`src/rtl/dmem_lsu_requester_if.sv`:
```
// Load/store request, writeback response and dataMem port bundle for dmem_lsu_requester.
// The requester uses the master modport: it masters the dataMem port and answers
// the execute/writeback side. The environment (execute stage, writeback, dataMem)
// uses the slave modport.
interface dmem_lsu_requester_if #(
    parameter int unsigned ADDR_W = 32,
    parameter int unsigned INST_W = 64
);
    // execute -> LSU request channel
    logic              req_valid;
    logic              req_ready;
    logic              req_store;
    logic [2:0]        req_funct3;
    logic [ADDR_W-1:0] req_addr;
    logic [31:0]       req_wdata;

    // LSU -> writeback response channel
    logic              rsp_valid;
    logic              rsp_ready;
    logic [31:0]       rsp_rdata;
    logic              rsp_err;

    // LSU <-> dataMem
    logic [INST_W-1:0] Single_Instruction;
    logic [ADDR_W-1:0] address;
    logic [31:0]       storeData;
    logic [31:0]       loadData_w;

    modport master (
        input  req_valid, req_store, req_funct3, req_addr, req_wdata,
        input  rsp_ready, loadData_w,
        output req_ready, rsp_valid, rsp_rdata, rsp_err,
        output Single_Instruction, address, storeData
    );

    modport slave (
        output req_valid, req_store, req_funct3, req_addr, req_wdata,
        output rsp_ready, loadData_w,
        input  req_ready, rsp_valid, rsp_rdata, rsp_err,
        input  Single_Instruction, address, storeData
    );
endinterface

```
`src/rtl/dmem_lsu_requester.sv`:
```
// Requester-side load/store unit: one request at a time, translated into the
// one-hot dataMem Single_Instruction code, with the load result returned on a
// valid/ready response channel.
// Optional macro LSU_MISALIGN_CHECK_EN: reject misaligned halfword/word accesses
// with rsp_err instead of issuing them to dataMem.
module dmem_lsu_requester #(
    parameter int unsigned MEM_LAT = 1,
    parameter int unsigned ADDR_W  = 32,
    parameter int unsigned INST_W  = 64
) (
    input  logic                  clk,
    input  logic                  reset,
    dmem_lsu_requester_if.master  bus
);
    localparam int unsigned CNT_W = 3;

    // One-hot positions matching the dataMem instruction encoding
    localparam logic [INST_W-1:0] INST_LB  = INST_W'(64'h1) << 10;
    localparam logic [INST_W-1:0] INST_LH  = INST_W'(64'h1) << 11;
    localparam logic [INST_W-1:0] INST_LW  = INST_W'(64'h1) << 12;
    localparam logic [INST_W-1:0] INST_LBU = INST_W'(64'h1) << 13;
    localparam logic [INST_W-1:0] INST_LHU = INST_W'(64'h1) << 14;
    localparam logic [INST_W-1:0] INST_SB  = INST_W'(64'h1) << 15;
    localparam logic [INST_W-1:0] INST_SH  = INST_W'(64'h1) << 16;
    localparam logic [INST_W-1:0] INST_SW  = INST_W'(64'h1) << 17;

    typedef enum logic [1:0] {IDLE, ISSUE, WAIT, RESP} state_t;

    state_t            state_q;
    logic              req_ready_q;
    logic              rsp_valid_q;
    logic [31:0]       rsp_rdata_q;
    logic              rsp_err_q;
    logic [INST_W-1:0] inst_q;
    logic [ADDR_W-1:0] address_q;
    logic [31:0]       store_data_q;
    logic              store_q;
    logic [CNT_W-1:0]  cnt_q;

    logic [INST_W-1:0] inst_code_c;
    logic              legal_c;
    logic              misalign_c;

    // Map store flag + funct3 to the dataMem op code; unmapped combinations are illegal
    always_comb begin
        inst_code_c = '0;
        legal_c     = 1'b1;
        case ({bus.req_store, bus.req_funct3})
            4'b0_000: inst_code_c = INST_LB;
            4'b0_001: inst_code_c = INST_LH;
            4'b0_010: inst_code_c = INST_LW;
            4'b0_100: inst_code_c = INST_LBU;
            4'b0_101: inst_code_c = INST_LHU;
            4'b1_000: inst_code_c = INST_SB;
            4'b1_001: inst_code_c = INST_SH;
            4'b1_010: inst_code_c = INST_SW;
            default:  legal_c     = 1'b0;
        endcase
    end

    // Alignment check on the incoming request (halfword: bit 0, word: bits 1:0)
    always_comb begin
        misalign_c = 1'b0;
`ifdef LSU_MISALIGN_CHECK_EN
        if (bus.req_funct3[1:0] == 2'd1)
            misalign_c = bus.req_addr[0];
        else if (bus.req_funct3[1:0] == 2'd2)
            misalign_c = (bus.req_addr[1:0] != 2'd0);
`endif
    end

    // Request/issue/wait/response sequencer with registered outputs
    always_ff @(posedge clk) begin
        if (!reset) begin
            state_q      <= IDLE;
            req_ready_q  <= 1'b1;
            rsp_valid_q  <= 1'b0;
            rsp_rdata_q  <= '0;
            rsp_err_q    <= 1'b0;
            inst_q       <= '0;
            address_q    <= '0;
            store_data_q <= '0;
            store_q      <= 1'b0;
            cnt_q        <= '0;
        end else begin
            case (state_q)
                IDLE: begin
                    if (bus.req_valid && req_ready_q) begin
                        req_ready_q <= 1'b0;
                        if (!legal_c || misalign_c) begin
                            // rejected requests never touch dataMem
                            state_q     <= RESP;
                            rsp_valid_q <= 1'b1;
                            rsp_err_q   <= 1'b1;
                            rsp_rdata_q <= '0;
                        end else begin
                            state_q      <= ISSUE;
                            inst_q       <= inst_code_c;
                            address_q    <= bus.req_addr;
                            store_data_q <= bus.req_wdata;
                            store_q      <= bus.req_store;
                        end
                    end
                end
                ISSUE: begin
                    inst_q <= '0;
                    if (store_q) begin
                        state_q     <= RESP;
                        rsp_valid_q <= 1'b1;
                        rsp_err_q   <= 1'b0;
                        rsp_rdata_q <= '0;
                    end else begin
                        state_q <= WAIT;
                        cnt_q   <= CNT_W'(MEM_LAT - 1);
                    end
                end
                WAIT: begin
                    if (cnt_q == '0) begin
                        state_q     <= RESP;
                        rsp_valid_q <= 1'b1;
                        rsp_err_q   <= 1'b0;
                        rsp_rdata_q <= bus.loadData_w;
                    end else begin
                        cnt_q <= cnt_q - CNT_W'(1);
                    end
                end
                RESP: begin
                    if (bus.rsp_ready) begin
                        state_q     <= IDLE;
                        rsp_valid_q <= 1'b0;
                        req_ready_q <= 1'b1;
                    end
                end
                default: begin
                    state_q     <= IDLE;
                    req_ready_q <= 1'b1;
                    rsp_valid_q <= 1'b0;
                    inst_q      <= '0;
                end
            endcase
        end
    end

    assign bus.req_ready          = req_ready_q;
    assign bus.rsp_valid          = rsp_valid_q;
    assign bus.rsp_rdata          = rsp_rdata_q;
    assign bus.rsp_err            = rsp_err_q;
    assign bus.Single_Instruction = inst_q;
    assign bus.address            = address_q;
    assign bus.storeData          = store_data_q;
endmodule

```
`src/flat_wrapper.sv`:
```
// flat-port wrapper written by rule: the top's interface ports become plain ports
module dmem_lsu_requester_flat 
#(
    parameter int unsigned MEM_LAT = 1,
    parameter int unsigned ADDR_W  = 32,
    parameter int unsigned INST_W  = 64
)
  (clk, reset, bus_req_valid, bus_req_store, bus_req_funct3, bus_req_addr, bus_req_wdata, bus_rsp_ready, bus_loadData_w, bus_req_ready, bus_rsp_valid, bus_rsp_rdata, bus_rsp_err, bus_Single_Instruction, bus_address, bus_storeData);
  dmem_lsu_requester_if #(.ADDR_W(ADDR_W), .INST_W(INST_W)) bus_i ();
  input  logic clk;
  input  logic reset;
  input wire logic [$bits(bus_i.req_valid)-1:0] bus_req_valid;
  input wire logic [$bits(bus_i.req_store)-1:0] bus_req_store;
  input wire logic [$bits(bus_i.req_funct3)-1:0] bus_req_funct3;
  input wire logic [$bits(bus_i.req_addr)-1:0] bus_req_addr;
  input wire logic [$bits(bus_i.req_wdata)-1:0] bus_req_wdata;
  input wire logic [$bits(bus_i.rsp_ready)-1:0] bus_rsp_ready;
  input wire logic [$bits(bus_i.loadData_w)-1:0] bus_loadData_w;
  output wire logic [$bits(bus_i.req_ready)-1:0] bus_req_ready;
  output wire logic [$bits(bus_i.rsp_valid)-1:0] bus_rsp_valid;
  output wire logic [$bits(bus_i.rsp_rdata)-1:0] bus_rsp_rdata;
  output wire logic [$bits(bus_i.rsp_err)-1:0] bus_rsp_err;
  output wire logic [$bits(bus_i.Single_Instruction)-1:0] bus_Single_Instruction;
  output wire logic [$bits(bus_i.address)-1:0] bus_address;
  output wire logic [$bits(bus_i.storeData)-1:0] bus_storeData;
  assign bus_i.req_valid = bus_req_valid;
  assign bus_i.req_store = bus_req_store;
  assign bus_i.req_funct3 = bus_req_funct3;
  assign bus_i.req_addr = bus_req_addr;
  assign bus_i.req_wdata = bus_req_wdata;
  assign bus_i.rsp_ready = bus_rsp_ready;
  assign bus_i.loadData_w = bus_loadData_w;
  assign bus_req_ready = bus_i.req_ready;
  assign bus_rsp_valid = bus_i.rsp_valid;
  assign bus_rsp_rdata = bus_i.rsp_rdata;
  assign bus_rsp_err = bus_i.rsp_err;
  assign bus_Single_Instruction = bus_i.Single_Instruction;
  assign bus_address = bus_i.address;
  assign bus_storeData = bus_i.storeData;
  dmem_lsu_requester #(.MEM_LAT(MEM_LAT), .ADDR_W(ADDR_W), .INST_W(INST_W)) u_core (.clk(clk), .reset(reset), .bus(bus_i));
endmodule
```
`config.mk`:
```
export PLATFORM = sky130hd
export DESIGN_NAME = dmem_lsu_requester_flat
export DESIGN_NICKNAME = d
export VERILOG_FILES = /design/src/rtl/dmem_lsu_requester_if.sv /design/src/rtl/dmem_lsu_requester.sv /design/src/flat_wrapper.sv
export SDC_FILE = /design/constraint.sdc
export NUM_CORES = 1
export LEC_CHECK = 0
export ABC_AREA = 1
export CAP_MARGIN = 25
export CORE_ASPECT_RATIO = 1.1
export CORE_MARGIN = 3
export CORE_UTILIZATION = 40
export CTS_CLUSTER_SIZE = 40
export DETAILED_ROUTE_END_ITERATION = 7
export GPL_TIMING_DRIVEN = 0
export PLACE_DENSITY = 0.81
export SYNTH_ARGS = -nofsm -noshare
export SYNTH_HDL_FRONTEND = slang
export SYNTH_SLANG_ARGS = --single-unit
```
`constraint.sdc`:
```
create_clock -name clk -period 2 [get_ports clk]
set_clock_uncertainty 0.1 [all_clocks]
set_input_delay 0.2 -clock clk [delete_from_list [all_inputs] [get_ports clk]]
set_output_delay 0.2 -clock clk [all_outputs]
set_load 0.01 [all_outputs]
```
==> impl_metrics.env <==
export IMPL_start_util_pct=41.4
export IMPL_grt_pass1_vias=4734
export IMPL_synth_area_um2=5050
export IMPL_wl_per_cell_um=12.4
export IMPL_yosysWarningCount=0
export IMPL_status="finished clean"
export IMPL_portBuffers=209
export IMPL_fin_tns_setup_ps=0
export IMPL_drive_above_1_share_pct=10.7
export IMPL_synth_most_common_cell="nand2_1"
export IMPL_finalSetupViolations=0
export IMPL_ios=267
export IMPL_clock_path_buffers=2
export IMPL_viasPerCell=4.37
export IMPL_finalHoldViolCount=0
export IMPL_grt_use_total_pct=20.6
export IMPL_r2r_cells=9
export IMPL_fin_crit_ps=1900
export IMPL_worstSetupPathType="flip-flop to flip-flop"
export IMPL_cp_depth=9
export IMPL_fin_util_pct=66.5
export IMPL_area_growth_pct=60.6
export IMPL_hold_buffers=0
export IMPL_yosysSeqAreaShare_pct=44.8
export IMPL_drtPass1Iterations=4
export IMPL_overflow=0
export IMPL_die_h_um=124
export IMPL_synth_top_cell_by_area="dfxtp_1"
export IMPL_cts_num_sinks=113
export IMPL_total_power_uw=9250
export IMPL_async_flop_share_pct=0
export IMPL_vias=5138
export IMPL_synthTopCellsByCount="nand2_1, dfxtp_1, nor2_1"
export IMPL_ant_nets=0
export IMPL_start_kind="flip-flop"
export IMPL_critical_path_arrival_ps=2060
export IMPL_fin_crit_sh_pct=94.8
export IMPL_netlist_top_cells_area="dfxtp_1, nand2_1, buf_4, a21oi_1, nor2_1"
export IMPL_cap_violations=0
export IMPL_antenna_cells=0
export IMPL_hold_class="primary input to flip-flop"
export IMPL_synth_enable_flop_cells=0
export IMPL_worstSkewPairLatency_ps=410
export IMPL_ir_drop_mv=0.794
export IMPL_cts_buffers=17
export IMPL_wirelength_mm=14.5
export IMPL_max_slew_margin_pct=62.4
export IMPL_avgSynthCellArea_um2=6.94
export IMPL_grt_pass1_wl_mm=22.8
export IMPL_critical_path_top_delay_family="simple AND/OR/NAND/NOR gates"
export IMPL_gp_congestion=0.828
export IMPL_ys_types=24
export IMPL_syn_inst=727
export IMPL_num_rows=42
export IMPL_clkTransAtPathRegs_ps=50
export IMPL_setup_worst_path_end_class="flip-flop"
export IMPL_h_tree_depth=4
export IMPL_p_per_area_nw_per_um2=1140
export IMPL_num_nets_final=1121
export IMPL_worstPathMaxFanout=9
export IMPL_synth_seq_cells=113
export IMPL_grt_max_degree=17
export IMPL_cts_tree="built"
export IMPL_synth_ff_type="dfxtp_1"
export IMPL_grt_setup_unrepaired="yes"
export IMPL_drtIter0Drc=260
export IMPL_dieArea_um2=14000
export IMPL_power_leakage_uw=0.00369
export IMPL_cp_slowest_cell="dfxtp_2"
export IMPL_dpl_hpwl_mm=11.1
export IMPL_max_stage_delay_ps=340
export IMPL_cts_root_buffer="clkbuf_16"
export IMPL_core_region_area_um2=12200
export IMPL_cp_num_buf_inv=3
export IMPL_path_cells="inv_1, ha_2, inv_2, a21oi_2, nand3b_2, nand2_1, inv_1, nand2_1, a21oi_1"
export IMPL_drv_slew=0
export IMPL_die_w_um=113
export IMPL_fmax_ghz=0.527
export IMPL_hold_path_cell_count=3
export IMPL_tightest_slew_ps=564
export IMPL_antenna_found_initial=0
export IMPL_synth_top_area_share_pct=44.8
export IMPL_drc=0
export IMPL_cp_data_required_time_ps=2160
final timing paths:
kind / from / to / slack (ps)
worst max register to register: u_core.state_q[0] / u_core.bus.Single_Instruction[17] / 100
worst max-delay path: u_core.state_q[0] / u_core.bus.Single_Instruction[17] / 100
worst min register to register: u_core.bus.rsp_valid / u_core.bus.rsp_valid / 360
worst min-delay path: reset / u_core.store_q / 60
through the flow:
| step | hold slack (ps) | cells | worst slack, ps | instance area [um2] |
|---|---|---|---|---|
| finish | 62.8 | 1175 | 103 | 8110 |
| global route | 82.6 | 1175 | -80.2 | 8110 |
| CTS | 63.3 | 1175 | 12.9 | 8080 |
| detailed placement | 354 | 1145 | -40.2 | 7540 |
| global placement | 350 | 1145 | -27.1 | 7540 |
| floorplan | 243 | 782 | 348 | 5250 |
report_power, final:
| part | total, uW | leakage, uW | switching [uW] | internal, uW |
|---|---|---|---|---|
| Sequential | 2910 | 0.000923 | 218 | 2700 |
| Combinational | 3590 | 0.00250 | 1960 | 1630 |
| Clock | 2740 | 0.000266 | 964 | 1780 |
| Total | 9250 | 0.00369 | 3140 | 6100 |
tightest hold or removal path: stages:
cell and delay (ps):
clkbuf_1 170, o21ai_0 110, a21oi_1 40
placed cells by master (no fill, tap or decap), drive strengths merged:
| cell type | count |
|---|---|
| conb | 56 |
| a21oi | 75 |
| nand4 | 2 |
| nand3 | 16 |
| clkbuf | 40 |
| a211oi | 2 |
| dfxtp | 113 |
| ha | 7 |
| clkinv | 5 |
| inv | 72 |
| nand2 | 243 |
| clkinvlp | 1 |
| nand3b | 1 |
| bufinv | 1 |
| o21ai | 12 |
| xor2 | 1 |
| nor2 | 89 |
| nor3 | 1 |
| buf | 75 |
| clkdlybuf4s50 | 209 |
state kept, by name, indices dropped and copies added, names as in the netlist, 2 cells and up:
| register | flops |
|---|---|
| u_core.bus.Single_Instruction | 8 |
| u_core.bus.address | 32 |
| u_core.bus.rsp_rdata | 32 |
| u_core.bus.storeData | 32 |
| u_core.cnt_q | 3 |
| u_core.state_q | 2 |
kinds of logic after synthesis:
group,Yosys count,share of synthesized area [%]
AOI/OAI and AO/OA,89,9.00
and+or+nand+nor,352,27.0
buffers and inverters,164,17.2
other,1,0.0743
adders and majority gates,7,1.74
xor gates and xnor gates,1,0.174
DFF,113,44.8
layout make-up:
class | instances | area, um2
Multi-Input combinational cell | 505 | 2130
Clock buffer | 24 | 482
Tap cell | 154 | 193
Fill cell | 1068 | 4090
Inverter | 73 | 274
Sequential cell | 113 | 2260
Buffer | 91 | 617
Clock inverter | 6 | 57.6
Timing Repair Buffer | 209 | 2090
routing by layer:
metal	GRT usage, %	part of all wire, %	wire (um)
met3	9.67	11	1560
met1	21.8	39	5660
met5	0	0	0
met2	36.1	49	7110
met4	7.29	1.3	193
what timing repair did:
action,4_1_cts,5_1_grt
endpoints found under the hold margin,0,0
setup buffers,0,0
resized for setup,0,12
endpoints found under the setup margin,0,99
No activity file was read; power rests on OpenSTA's default activity.
